$ cat src/rtl/apb_mem_arbiter.sv
// Two-requester round-robin arbiter driving a single APB master port.
// Each grant runs one IDLE->SETUP->ACCESS->DONE transfer with a PReady timeout abort.
module apb_mem_arbiter #(
  parameter int unsigned TIMEOUT = 15
) (
  input  logic        PClk,
  input  logic        PResetn,
  input  logic        r0_req,
  input  logic        r0_write,
  input  logic [15:0] r0_addr,
  input  logic [7:0]  r0_wdata,
  output logic        r0_done,
  output logic        r0_err,
  output logic [7:0]  r0_rdata,
  input  logic        r1_req,
  input  logic        r1_write,
  input  logic [15:0] r1_addr,
  input  logic [7:0]  r1_wdata,
  output logic        r1_done,
  output logic        r1_err,
  output logic [7:0]  r1_rdata,
  output logic [15:0] PAddr,
  output logic        PSelx,
  output logic        PEnable,
  output logic        PWrite,
  output logic [7:0]  PWData,
  input  logic        PReady,
  input  logic [7:0]  PRData
);

  typedef enum logic [1:0] {IDLE, SETUP, ACCESS, DONE} state_t;

  localparam logic [7:0] TMO = 8'(TIMEOUT);

  state_t      state_q, state_d;
  logic        gnt_q, gnt_d;
  logic        last_q, last_d;
  logic        write_q, write_d;
  logic        abort_q, abort_d;
  logic [15:0] addr_q, addr_d;
  logic [7:0]  wdata_q, wdata_d;
  logic [7:0]  wait_q, wait_d;
  logic [7:0]  rdata0_q, rdata0_d;
  logic [7:0]  rdata1_q, rdata1_d;
  logic        sel;
  logic        active;

  // last_q resets to 1 so requester 0 wins the first tie.
  always_ff @(posedge PClk or negedge PResetn) begin
    if (!PResetn) begin
      state_q  <= IDLE;
      gnt_q    <= 1'b0;
      last_q   <= 1'b1;
      write_q  <= 1'b0;
      abort_q  <= 1'b0;
      addr_q   <= '0;
      wdata_q  <= '0;
      wait_q   <= '0;
      rdata0_q <= '0;
      rdata1_q <= '0;
    end else begin
      state_q  <= state_d;
      gnt_q    <= gnt_d;
      last_q   <= last_d;
      write_q  <= write_d;
      abort_q  <= abort_d;
      addr_q   <= addr_d;
      wdata_q  <= wdata_d;
      wait_q   <= wait_d;
      rdata0_q <= rdata0_d;
      rdata1_q <= rdata1_d;
    end
  end

  always_comb begin
    state_d  = state_q;
    gnt_d    = gnt_q;
    last_d   = last_q;
    write_d  = write_q;
    abort_d  = abort_q;
    addr_d   = addr_q;
    wdata_d  = wdata_q;
    wait_d   = wait_q;
    rdata0_d = rdata0_q;
    rdata1_d = rdata1_q;
    sel      = (r0_req && r1_req) ? ~last_q : r1_req;

    case (state_q)
      IDLE: begin
        if (r0_req || r1_req) begin
          state_d = SETUP;
          gnt_d   = sel;
          last_d  = sel;
          write_d = sel ? r1_write : r0_write;
          addr_d  = sel ? r1_addr  : r0_addr;
          wdata_d = sel ? r1_wdata : r0_wdata;
          wait_d  = '0;
          abort_d = 1'b0;
        end
      end
      SETUP: state_d = ACCESS;
      ACCESS: begin
        if (PReady) begin
          state_d = DONE;
          if (!write_q) begin
            if (gnt_q) rdata1_d = PRData;
            else       rdata0_d = PRData;
          end
        end else if (wait_q == TMO) begin
          state_d = DONE;
          abort_d = 1'b1;
        end else begin
          wait_d = wait_q + 8'd1;
        end
      end
      DONE:    state_d = IDLE;
      default: state_d = IDLE;
    endcase
  end

  // APB outputs come only from state and latched transfer registers.
  assign active   = (state_q == SETUP) || (state_q == ACCESS);
  assign PSelx    = active;
  assign PEnable  = (state_q == ACCESS);
  assign PAddr    = active ? addr_q  : '0;
  assign PWrite   = active ? write_q : 1'b0;
  assign PWData   = active ? wdata_q : '0;

  assign r0_done  = (state_q == DONE) && !gnt_q;
  assign r1_done  = (state_q == DONE) &&  gnt_q;
  assign r0_err   = r0_done && abort_q;
  assign r1_err   = r1_done && abort_q;
  assign r0_rdata = rdata0_q;
  assign r1_rdata = rdata1_q;

endmodule
$ cat config.mk
export PLATFORM = sky130hd
export DESIGN_NAME = apb_mem_arbiter
export DESIGN_NICKNAME = d
export VERILOG_FILES = /design/src/rtl/apb_mem_arbiter.sv
export SDC_FILE = /design/constraint.sdc
export NUM_CORES = 1
export LEC_CHECK = 0
export CAP_MARGIN = 20
export CORE_AREA = 2 2 86 88
export DETAILED_ROUTE_END_ITERATION = 10
export DIE_AREA = 0 0 88 90
export PLACE_DENSITY = 0.86
export SLEW_MARGIN = 10
export SYNTH_ARGS = -nofsm -noshare
export SYNTH_HDL_FRONTEND = slang
export SYNTH_SLANG_ARGS = --single-unit
export TNS_END_PERCENT = 100
$ cat constraint.sdc
create_clock -name PClk -period 2.2 [get_ports PClk]
set_input_delay 0.44 -clock PClk [delete_from_list [all_inputs] [get_ports PClk]]
set_output_delay 0.44 -clock PClk [all_outputs]
set_load 0.005 [all_outputs]
==> reports/qor.csv <==
stage,metric,value,unit
logic_synthesis,top-count cell post-synth,dfrtp_1,
logic_synthesis,Yosys top cell area share,48.3,%
detailed_routing,routed via count,2319,
placed_design,dpl hpwl,5020,µm
die,I/O pin count,110,
logic_synthesis,top post-synthesis cells by count,"dfrtp_1 (53), nand2_1 (35), o21ai_0 (31), and2_1 (26), mux2i_1 (25)",
logic_synthesis,Area contributors post-synth,"dfrtp_1 (48%), mux2i_1 (9.1%), mux2_2 (6.6%)",
detailed_routing,wl on met1,2830,µm
detailed_routing,aggregate routed wire length,6840,µm
detailed_routing,post-route ant nets,0,
logic_synthesis,register bit total from synthesis,54,
sta,Slew @ Worst Pin,0.476,ns
critical_path,reg2reg setup slack,0.26,ns
clock_network,CTS root buffer,clkbuf_8,
critical_path,crit path max fanout,4,
die,Core ar.,7020,µm²
final_layout,P&R area growth vs syn,54.3,%
logic_synthesis,Mapped Cells,258,
critical_path,Worst EP arrival,1.70,ns
clock_network,Clock Sinks,54,
sta,final setup fails,0,
logic_synthesis,post-synthesis net count,326,
final_layout,Layout Utilization,60.4,%
logic_synthesis,area of the mapped netlist,2750,µm²
die,Starting Density,39.1,%
placed_design,Area after DPL,4060,µm²
global_routing,largest net degree at the start of global routing,45,
final_layout,fillcell total,612,
logic_synthesis,ys flop type,dfrtp_1,
critical_path,worst setup path category,flip-flop to primary output,
outcome,status,"finished, final reports clean",
logic_synthesis,asr flop ratio synth,100,%
detailed_routing,DR vias/cell,4.88,
power,VDD IR max,0.000561,V
clock_network,"CTS clk-pin slew, worst paths",0.10,ns
final_layout,ANT cells,0,
die,Die ar.,7920,µm²
sta,RSZ-0062 raised after global routing,yes,
detailed_routing,met3 wire length,456,µm
detailed_routing,Detailed Routing Iterations Pass 1,4,
logic_synthesis,Yosys warnings,0,
sta,fmax,0.466,GHz
die,height of the die,90,µm
clock_network,Post-CTS Hold Fix Bufs,0,
clock_network,Max Root-Sink Buffers,2,
die,Die W,88,µm
final_layout,Nets,443,
placed_design,RD Place Congestion,0.868,
critical_path,critical path capture point type,primary output,
global_routing,initial antenna violation count,0,
clock_network,CTS tree,yes,
clock_network,CTS buffer count,5,
global_routing,grt ovf,0,
sta,clock skew,0.00749,ns
logic_synthesis,"EDFF count, synth",0,
power,Static Leak,1.96,nW
final_layout,share of layout cells above drive strength 1,15.2,%
logic_synthesis,number of library cell types mapped by synthesis,41,
detailed_routing,DRC,0,
detailed_routing,uppermost layer routed,met4,
detailed_routing,DR WL/cell,14.4,µm
detailed_routing,met2 WL,3430,µm
global_routing,global-route wire length before repair,11200,µm
sta,"Hold Vio Cnt, Final",0,
die,FP Rows,31,
clock_network,later-pin clock latency in the skew report,0.31,ns
job,max cap viols,0,
placed_design,PortBufs,109,
critical_path,Worst setup SP type,flip-flop,
logic_synthesis,Synth Area per Inst,10.6,µm²
global_routing,Total GRT Usage,17.7,%
global_routing,number of global-route vias before repair,2424,
sta,Tcrit/Tclk final,97.5,%
sta,fin crit period,2.14,ns
sta,Max-slew headroom,68.1,%
sta,Final Max Tran Viols,0,
min_path,min-delay worst type,input port to asynchronous set/reset pin,
clock_network,Max H-tree Level,2,
detailed_routing,initial DRC count,153,
power,Pwr Density,1240,nW/µm²
final_layout,design area,4240,µm²
critical_path,Critical Path RT,1.76,ns
logic_synthesis,sequential-to-total area share from yosys stat,49.2,%
logic_synthesis,top cell type by total area after synthesis,dfrtp_1,
==> stage by stage <==
step                      power, mW  setup TNS, ns  hold slack [ns]  cells  worst slack, ns
after global routing           5.69        -0.0196           0.0309    475          -0.0196
after CTS                      5.17         -0.196           0.0274    474           -0.105
after detailed placement       4.58              0            0.371    464           0.0595
final                          5.27              0           0.0250    475           0.0561
after global placement         4.49              0            0.369    464            0.154
after floorplan                3.01              0            0.144    258            0.269
==> layer usage <==
layer | track usage (%) | up-vias
met2 | 29.8 | 96
met1 | 22.2 | 1079
li1 | - | 1135
met5 | 0 | -
met4 | 5.26 | 0
met3 | 4.50 | 9
==> area by class of cell <==
| class | instances | area (µm²) | share of cell area (%) |
|---|---|---|---|
| multi-input cells | 185 | 1370 | 32.3 |
| flip-flops and latches | 54 | 1350 | 31.9 |
| repair buffers | 125 | 1260 | 29.7 |
| well taps | 99 | 124 | 2.92 |
| clock buffers | 5 | 68.8 | 1.62 |
| clock inverters | 3 | 48.8 | 1.15 |
| inverters | 4 | 15.0 | 0.354 |
==> cells by family after synthesis <==
logic type	after synthesis	synth area share (%)
compound gates	49	11.3
fa+ha+maj	5	2.28
buf+inv	19	2.82
flops	54	49.2
mux	42	16.1
simple gates	89	18.2
==> flip-flops by register name, summed over array words and instances, names as in the netlist <==
register / flops
abort_q: 1
gnt_q: 1
wait_q: 8
last_q: 1
addr_q: 16
write_q: 1
wdata_q: 8
state_q: 2
r1_rdata: 8
r0_rdata: 8
==> cell usage in the layout, fill, tap and decap left out, types with 2 or more instances in the layout <==
cell type | synthesis | routed
o21ai_0 | 31 | 31
buf_4 | 0 | 11
and3_1 | 3 | 3
and2_1 | 26 | 25
o311ai_1 | 2 | 2
dfrtp_1 | 53 | 53
a22o_1 | 3 | 3
buf_12 | 0 | 4
nand2_1 | 35 | 35
dlygate4sd2_1 | 0 | 23
clkbuf_8 | 0 | 5
clkdlybuf4s50_1 | 0 | 79
inv_2 | 0 | 2
nand3_1 | 4 | 4
nor2_1 | 3 | 3
ha_1 | 5 | 2
ha_4 | 0 | 2
mux2_2 | 16 | 16
mux2i_1 | 25 | 25
nand2b_1 | 5 | 5
inv_1 | 4 | 2
dlymetal6s2s_1 | 0 | 6
o211ai_1 | 4 | 4
==> power breakdown <==
part	total (mW)	internal (mW)	switching [mW]
registers	1.74	1.45	0.289
clock network	0.689	0.347	0.342
logic	2.84	1.64	1.20
==> worst max-delay path, cell delays in order (launching register included) <==
cell and delay (ns):
dfrtp_1 0.40, buf_4 0.15, ha_2 0.19, and2_1 0.14
clkdlybuf4s50_1 0.51
==> timing repair <==
item	in CTS	in global routing
gates cloned	0	1
hold endpoints to repair	0	0
gates resized for setup	26	10
setup endpoints to repair	27	8
setup buffers	2	0
pin swaps	0	1
==> worst paths after layout <==
| check | cells after the start | end | from |
|---|---|---|---|
| worst max-delay path | 4 | r1_done | state_q[1] |
| worst min-delay path | 1 | r1_rdata[2] | PResetn |
| worst max register to register | 4 | state_q[1] | wait_q[4] |
| worst min register to register | 2 | addr_q[0] | addr_q[0] |
| max in group asynchronous | 2 | addr_q[5] | PResetn |
| min in group PClk | 2 | addr_q[0] | addr_q[0] |
(Power assumes the default switching activity.)
